$ cat src/rtl/stopwatch_ctrl.sv
// Stopwatch control: input synchronization, button debounce and press detection,
// and the run/pause/adjust FSM that strobes the seconds/minutes counters.
module stopwatch_ctrl #(
    parameter int unsigned DEB_CNT = 500000,
    parameter int unsigned DEB_W   = 20
) (
    input  logic       clk,
    input  logic       rst,
    input  logic       btn_pause,
    input  logic       btn_clr,
    input  logic       sw_sel,
    input  logic       sw_adj,
    input  logic       tick_1hz,
    input  logic       tick_2hz,
    input  logic       sec_at_max,
    output logic       sec_en,
    output logic       min_en,
    output logic       clr,
    output logic       paused,
    output logic [3:0] mode
);

    localparam logic [DEB_W-1:0] DebLast = DEB_W'(DEB_CNT - 1);

    typedef enum logic [1:0] {StRun, StPause, StAdjSec, StAdjMin} state_e;

    // Bit order: [0] btn_pause, [1] btn_clr, [2] sw_sel, [3] sw_adj
    logic [3:0] async_in;
    logic [3:0] meta_q, sync_q;
    // Marks the synchronizer output as meaningful once two post-reset samples exist
    logic [1:0] sync_vld_q;

    assign async_in = {sw_adj, sw_sel, btn_clr, btn_pause};

    // Two-flop synchronizers for all asynchronous inputs
    always_ff @(posedge clk or posedge rst) begin
        if (rst) begin
            meta_q     <= '0;
            sync_q     <= '0;
            sync_vld_q <= '0;
        end else begin
            meta_q     <= async_in;
            sync_q     <= meta_q;
            sync_vld_q <= {sync_vld_q[0], 1'b1};
        end
    end

    // Debounce state for the two buttons: index 0 = pause, 1 = clear
    logic [DEB_W-1:0] cnt_q [2];
    logic [DEB_W-1:0] cnt_d [2];
    logic [1:0]       acc_q, acc_d;
    logic [1:0]       acc_dly_q;
    // A button held through reset must be seen released before it may raise an event
    logic [1:0]       armed_q, armed_d;
    logic [1:0]       press;

    // Debounce counters, arming and press detection
    always_comb begin
        for (int i = 0; i < 2; i++) begin
            cnt_d[i] = cnt_q[i];
            acc_d[i] = acc_q[i];
            if (sync_q[i] == acc_q[i]) begin
                cnt_d[i] = '0;
            end else if (cnt_q[i] == DebLast) begin
                acc_d[i] = sync_q[i];
                cnt_d[i] = '0;
            end else begin
                cnt_d[i] = cnt_q[i] + DEB_W'(1);
            end
            armed_d[i] = armed_q[i] | (sync_vld_q[1] & ~sync_q[i]);
            press[i]   = acc_q[i] & ~acc_dly_q[i] & armed_q[i];
        end
    end

    // Debounce registers
    always_ff @(posedge clk or posedge rst) begin
        if (rst) begin
            for (int i = 0; i < 2; i++) begin
                cnt_q[i] <= '0;
            end
            acc_q     <= '0;
            acc_dly_q <= '0;
            armed_q   <= '0;
        end else begin
            for (int i = 0; i < 2; i++) begin
                cnt_q[i] <= cnt_d[i];
            end
            acc_q     <= acc_d;
            acc_dly_q <= acc_q;
            armed_q   <= armed_d;
        end
    end

    state_e     state_q, state_d;
    logic       paused_q, paused_d;
    logic       sec_en_q, sec_en_d;
    logic       min_en_q, min_en_d;
    logic       clr_q, clr_d;
    logic [3:0] mode_q, mode_d;

    // FSM state, flag and registered outputs
    always_ff @(posedge clk or posedge rst) begin
        if (rst) begin
            state_q  <= StRun;
            paused_q <= 1'b0;
            sec_en_q <= 1'b0;
            min_en_q <= 1'b0;
            clr_q    <= 1'b0;
            mode_q   <= 4'b0011;
        end else begin
            state_q  <= state_d;
            paused_q <= paused_d;
            sec_en_q <= sec_en_d;
            min_en_q <= min_en_d;
            clr_q    <= clr_d;
            mode_q   <= mode_d;
        end
    end

    // Next state; uses the updated pause flag so state and flag move together
    always_comb begin
        paused_d = paused_q ^ press[0];
        if (sync_q[3]) begin
            state_d = sync_q[2] ? StAdjMin : StAdjSec;
        end else begin
            state_d = paused_d ? StPause : StRun;
        end
    end

    // Output decode: strobes from current state, mode from next state, clear overrides ticks
    always_comb begin
        sec_en_d = 1'b0;
        min_en_d = 1'b0;
        clr_d    = press[1];
        unique case (state_q)
            StRun: begin
                sec_en_d = tick_1hz;
                min_en_d = tick_1hz & sec_at_max;
            end
            StPause:  ;
            StAdjSec: sec_en_d = tick_2hz;
            StAdjMin: min_en_d = tick_2hz;
        endcase
        if (press[1]) begin
            sec_en_d = 1'b0;
            min_en_d = 1'b0;
        end
        unique case (state_d)
            StRun:    mode_d = 4'b0011;
            StPause:  mode_d = 4'b0000;
            StAdjSec: mode_d = 4'b0100;
            StAdjMin: mode_d = 4'b1000;
        endcase
    end

    assign sec_en = sec_en_q;
    assign min_en = min_en_q;
    assign clr    = clr_q;
    assign paused = paused_q;
    assign mode   = mode_q;

endmodule

$ cat config.mk
export PLATFORM = sky130hd
export DESIGN_NAME = stopwatch_ctrl
export DESIGN_NICKNAME = d
export VERILOG_FILES = /design/src/rtl/stopwatch_ctrl.sv
export SDC_FILE = /design/constraint.sdc
export NUM_CORES = 1
export LEC_CHECK = 0
export ABC_AREA = 1
export CAP_MARGIN = 20
export CORE_MARGIN = 3
export CORE_UTILIZATION = 59
export DETAILED_ROUTE_END_ITERATION = 10
export MAX_ROUTING_LAYER = met4
export PLACE_DENSITY = 0.89
export SKIP_LAST_GASP = 1
export SLEW_MARGIN = 20
export SYNTH_ARGS = -nofsm -noshare
export SYNTH_HDL_FRONTEND = slang
export SYNTH_SLANG_ARGS = --single-unit
$ cat constraint.sdc
create_clock -name clk -period 2.6 [get_ports clk]
set_input_delay 0.26 -clock clk [delete_from_list [all_inputs] [get_ports clk]]
set_output_delay 0.26 -clock clk [all_outputs]
set_load 0.05 [all_outputs]
==> results.yml <==
outcome:
  status: "completed"
setup_path:
  path_cells: "clkdlybuf4s50_1"
  start_kind: "flip-flop"
  max_stage_delay_ns: 0.81
  slowest_stage: "clkdlybuf4s50_1"
  cp.required_ns: 2.34
  crit_family: "buffers and inverters"
  cp-end-kind: "output pin"
  cp_num_buf_inv: 1
  worst-setup-path-type: "reg -> out"
  critPathMaxFanout: 2
  arrival_ns: 1.70
global_routing:
  grt_max_degree: 38
  grt_pass1_vias: 2658
  grt_usage_pct: 25.53
  grt_antenna_before_repair: 0
  overflow: 0
  busiest_layer: "met2"
  met3_usage_pct: 5.942
  grt_use_met2_pct: 44.87
  grt_pass1_wl_mm: 11.98
  met1_usage_pct: 27.78
clocking:
  cts_setup_buffers: 0
  clk_pin_slew_ns: 0.08
  ctsHtreeMaxLevel: 3
  cts_tree: "yes"
  cts_hold_buf: 0
  numCtsBuffers: 9
  clock_sinks: 65
  cts_resized: 0
  cts_root_buf: "clkbuf_8"
  cts_buffer_depth: 2
  clock_latency_ns: 0.35
sta:
  fin_setup_tns_ns: 0
  fmaxAchievable_mhz: 509.8
  hold_viol: 0
  rsz0062_at_grt: "no"
  max_slew.worst_pin.slew_ns: 0.5978
  finalMaxSlewViolations: 0
  finalSetupViolCount: 0
  finalCritPeriodShare_pct: 75.44
  slew_headroom_pct: 60.09
  fin_crit_ns: 1.961
  fin_skew_ns: 0.007199
floorplanning:
  die_area_um2: 6420
  coreArea_um2: 5205
  die_h_um: 80.13
  rows: 26
  io_pins: 17
  start_util_pct: 62.28
  die_width_um: 80.13
synthesis:
  synth_flop_cell: "dfrtp_1"
  ys_seq_area_share_pct: 50.21
  ys_seq_elements: 65
  synthTopCellsByArea: "dfrtp_1 49%, nor2_1 11%, nand2_1 9.4%, inv_1 5.6%, nand3_1 4.6%"
  yosys.area.top_type: "dfrtp_1"
  synth_area_per_cell_um2: 8.084
  synth_area_um2: 3242
  synth_nets: 415
  synth.top_cell.area_share_pct: 49.40
  synth_most_common_cell: "nor2_1"
  ys_warn_count: 0
  synth_async_sr_flop_share_pct: 100.0
  synth_common_cells: "92 x nor2_1, 81 x nand2_1, 64 x dfrtp_1, 48 x inv_1, 30 x nand3_1"
  synth_cell_types: 32
  synth_edf_count: 0
  syn_inst: 401
finish:
  layoutNonFillerInstCount: 501
  drive_above_1_share_pct: 9.281
  seqCellArea_um2: 1628
  nFillCells: 377
  num_antenna_cells: 0
  multiInputGateArea_um2: 1410
  area_growth_pct: 12.85
  fin_nets: 440
pwr:
  p_leak_nw: 1.607
  powerDensity_nw_per_um2: 526.5
  vdd_drop_max_mv: 0.3964
drt:
  ant_nets: 0
  routedWlPerCell_um: 14.08
  vias: 2643
  drcViolationCount: 0
  avgViaCountPerCell: 5.275
  first_pass_iters: 4
  drt_iter0_drc: 226
  routed_wl_mm: 7.052
placed_design:
  place_congestion: 0.9424
  port-buffer-count: 16
  dp_cells: 485
  dp_hpwl_mm: 4.962
run:
  drv_cap: 0
min_path:
  min_path_type: "in -> async"
## registers in the layout, summed over array words and instances (netlist names), 2 cells and up
signal      count
state_q         2
sync_q          4
sync_vld_q      2
meta_q          4
armed_q         2
acc_dly_q       2
mode            3
acc_q           2
cnt_q          40
## layout by cell type (no fill, tap or decap), types with 6 or more instances in the layout
cell / count
nand2_1: 81
nand3_1: 30
nor3_1: 7
inv_1: 47
xnor2_1: 6
dfrtp_1: 64
o21ai_0: 6
clkdlybuf4s50_1: 16
nand4_1: 6
nor2_1: 92
nor2_2: 10
xor2_1: 13
clkbuf_8: 9
## cells by family (layout without fill, tap and decap cells)
group | after synthesis | count (layout) | synth area share (%)
AND/OR/NAND/NOR | 243 | 243 | 33.42
adder cells (fa/ha/maj) | 5 | 5 | 1.930
other | 1 | 1 | 0.1157
AO/OA/AOI/OAI | 17 | 17 | 2.895
flip-flops | 65 | 65 | 50.21
XOR/XNOR | 19 | 19 | 5.133
buffers and inverters | 51 | 81 | 6.291
## path summary, 6_finish.rpt
kind	start	to	slack, ns	cells past startpoint
max in group asynchronous	rst	cnt_q[18]	1.67	3
worst max register to register	cnt_q[21]	cnt_q[32]	1.09	7
worst max-delay path	mode[1]	mode[0]	0.64	1
worst min-delay path	rst	acc_q[0]	0.31	2
min in group clk	btn_clr	meta_q[1]	0.35	1
worst min register to register	meta_q[3]	sync_q[3]	0.35	0
## final cells by class
type | count | share of cell area [%]
Tap cell | 70 | 2.394
Timing Repair Buffer | 17 | 4.925
Clock buffer | 11 | 3.591
Inverter | 48 | 4.925
Sequential cell | 65 | 44.49
Clock inverter | 5 | 1.129
Multi-Input combinational cell | 285 | 38.54
## routing by layer
metal / share of wire, % / up-vias
li1: - / 1297
met1: 42 / 1274
met2: 53 / 60
met3: 3.3 / 12
met4: 1.9 / 0
met5: 0 / -
## metrics by stage
stage          setup slack, ns  total power, mW  hold slack (ns)  area, µm²  utilization (%)
3_3_place_gp             1.042            1.168           0.3319       3486            66.97
3_5_place_dp             1.004            1.175           0.3381       3486            66.97
6_report                0.6386            1.926           0.3098       3659            70.29
2_1_floorplan           0.7152            1.132           0.2914       3242                -
4_1_cts                 0.6203            1.942           0.3235       3659            70.29
5_1_grt                 0.6019            2.003           0.3250       3659            70.29
## where the power goes
group	internal, mW	switching [mW]	leakage (nW)	total (mW)
clock network	0.353	0.419	0.0801	0.772
logic	0.0361	0.0719	0.669	0.108
registers	1.03	0.0140	0.858	1.05
total	1.42	0.505	1.61	1.93
No activity file was read; power rests on OpenSTA's default activity.
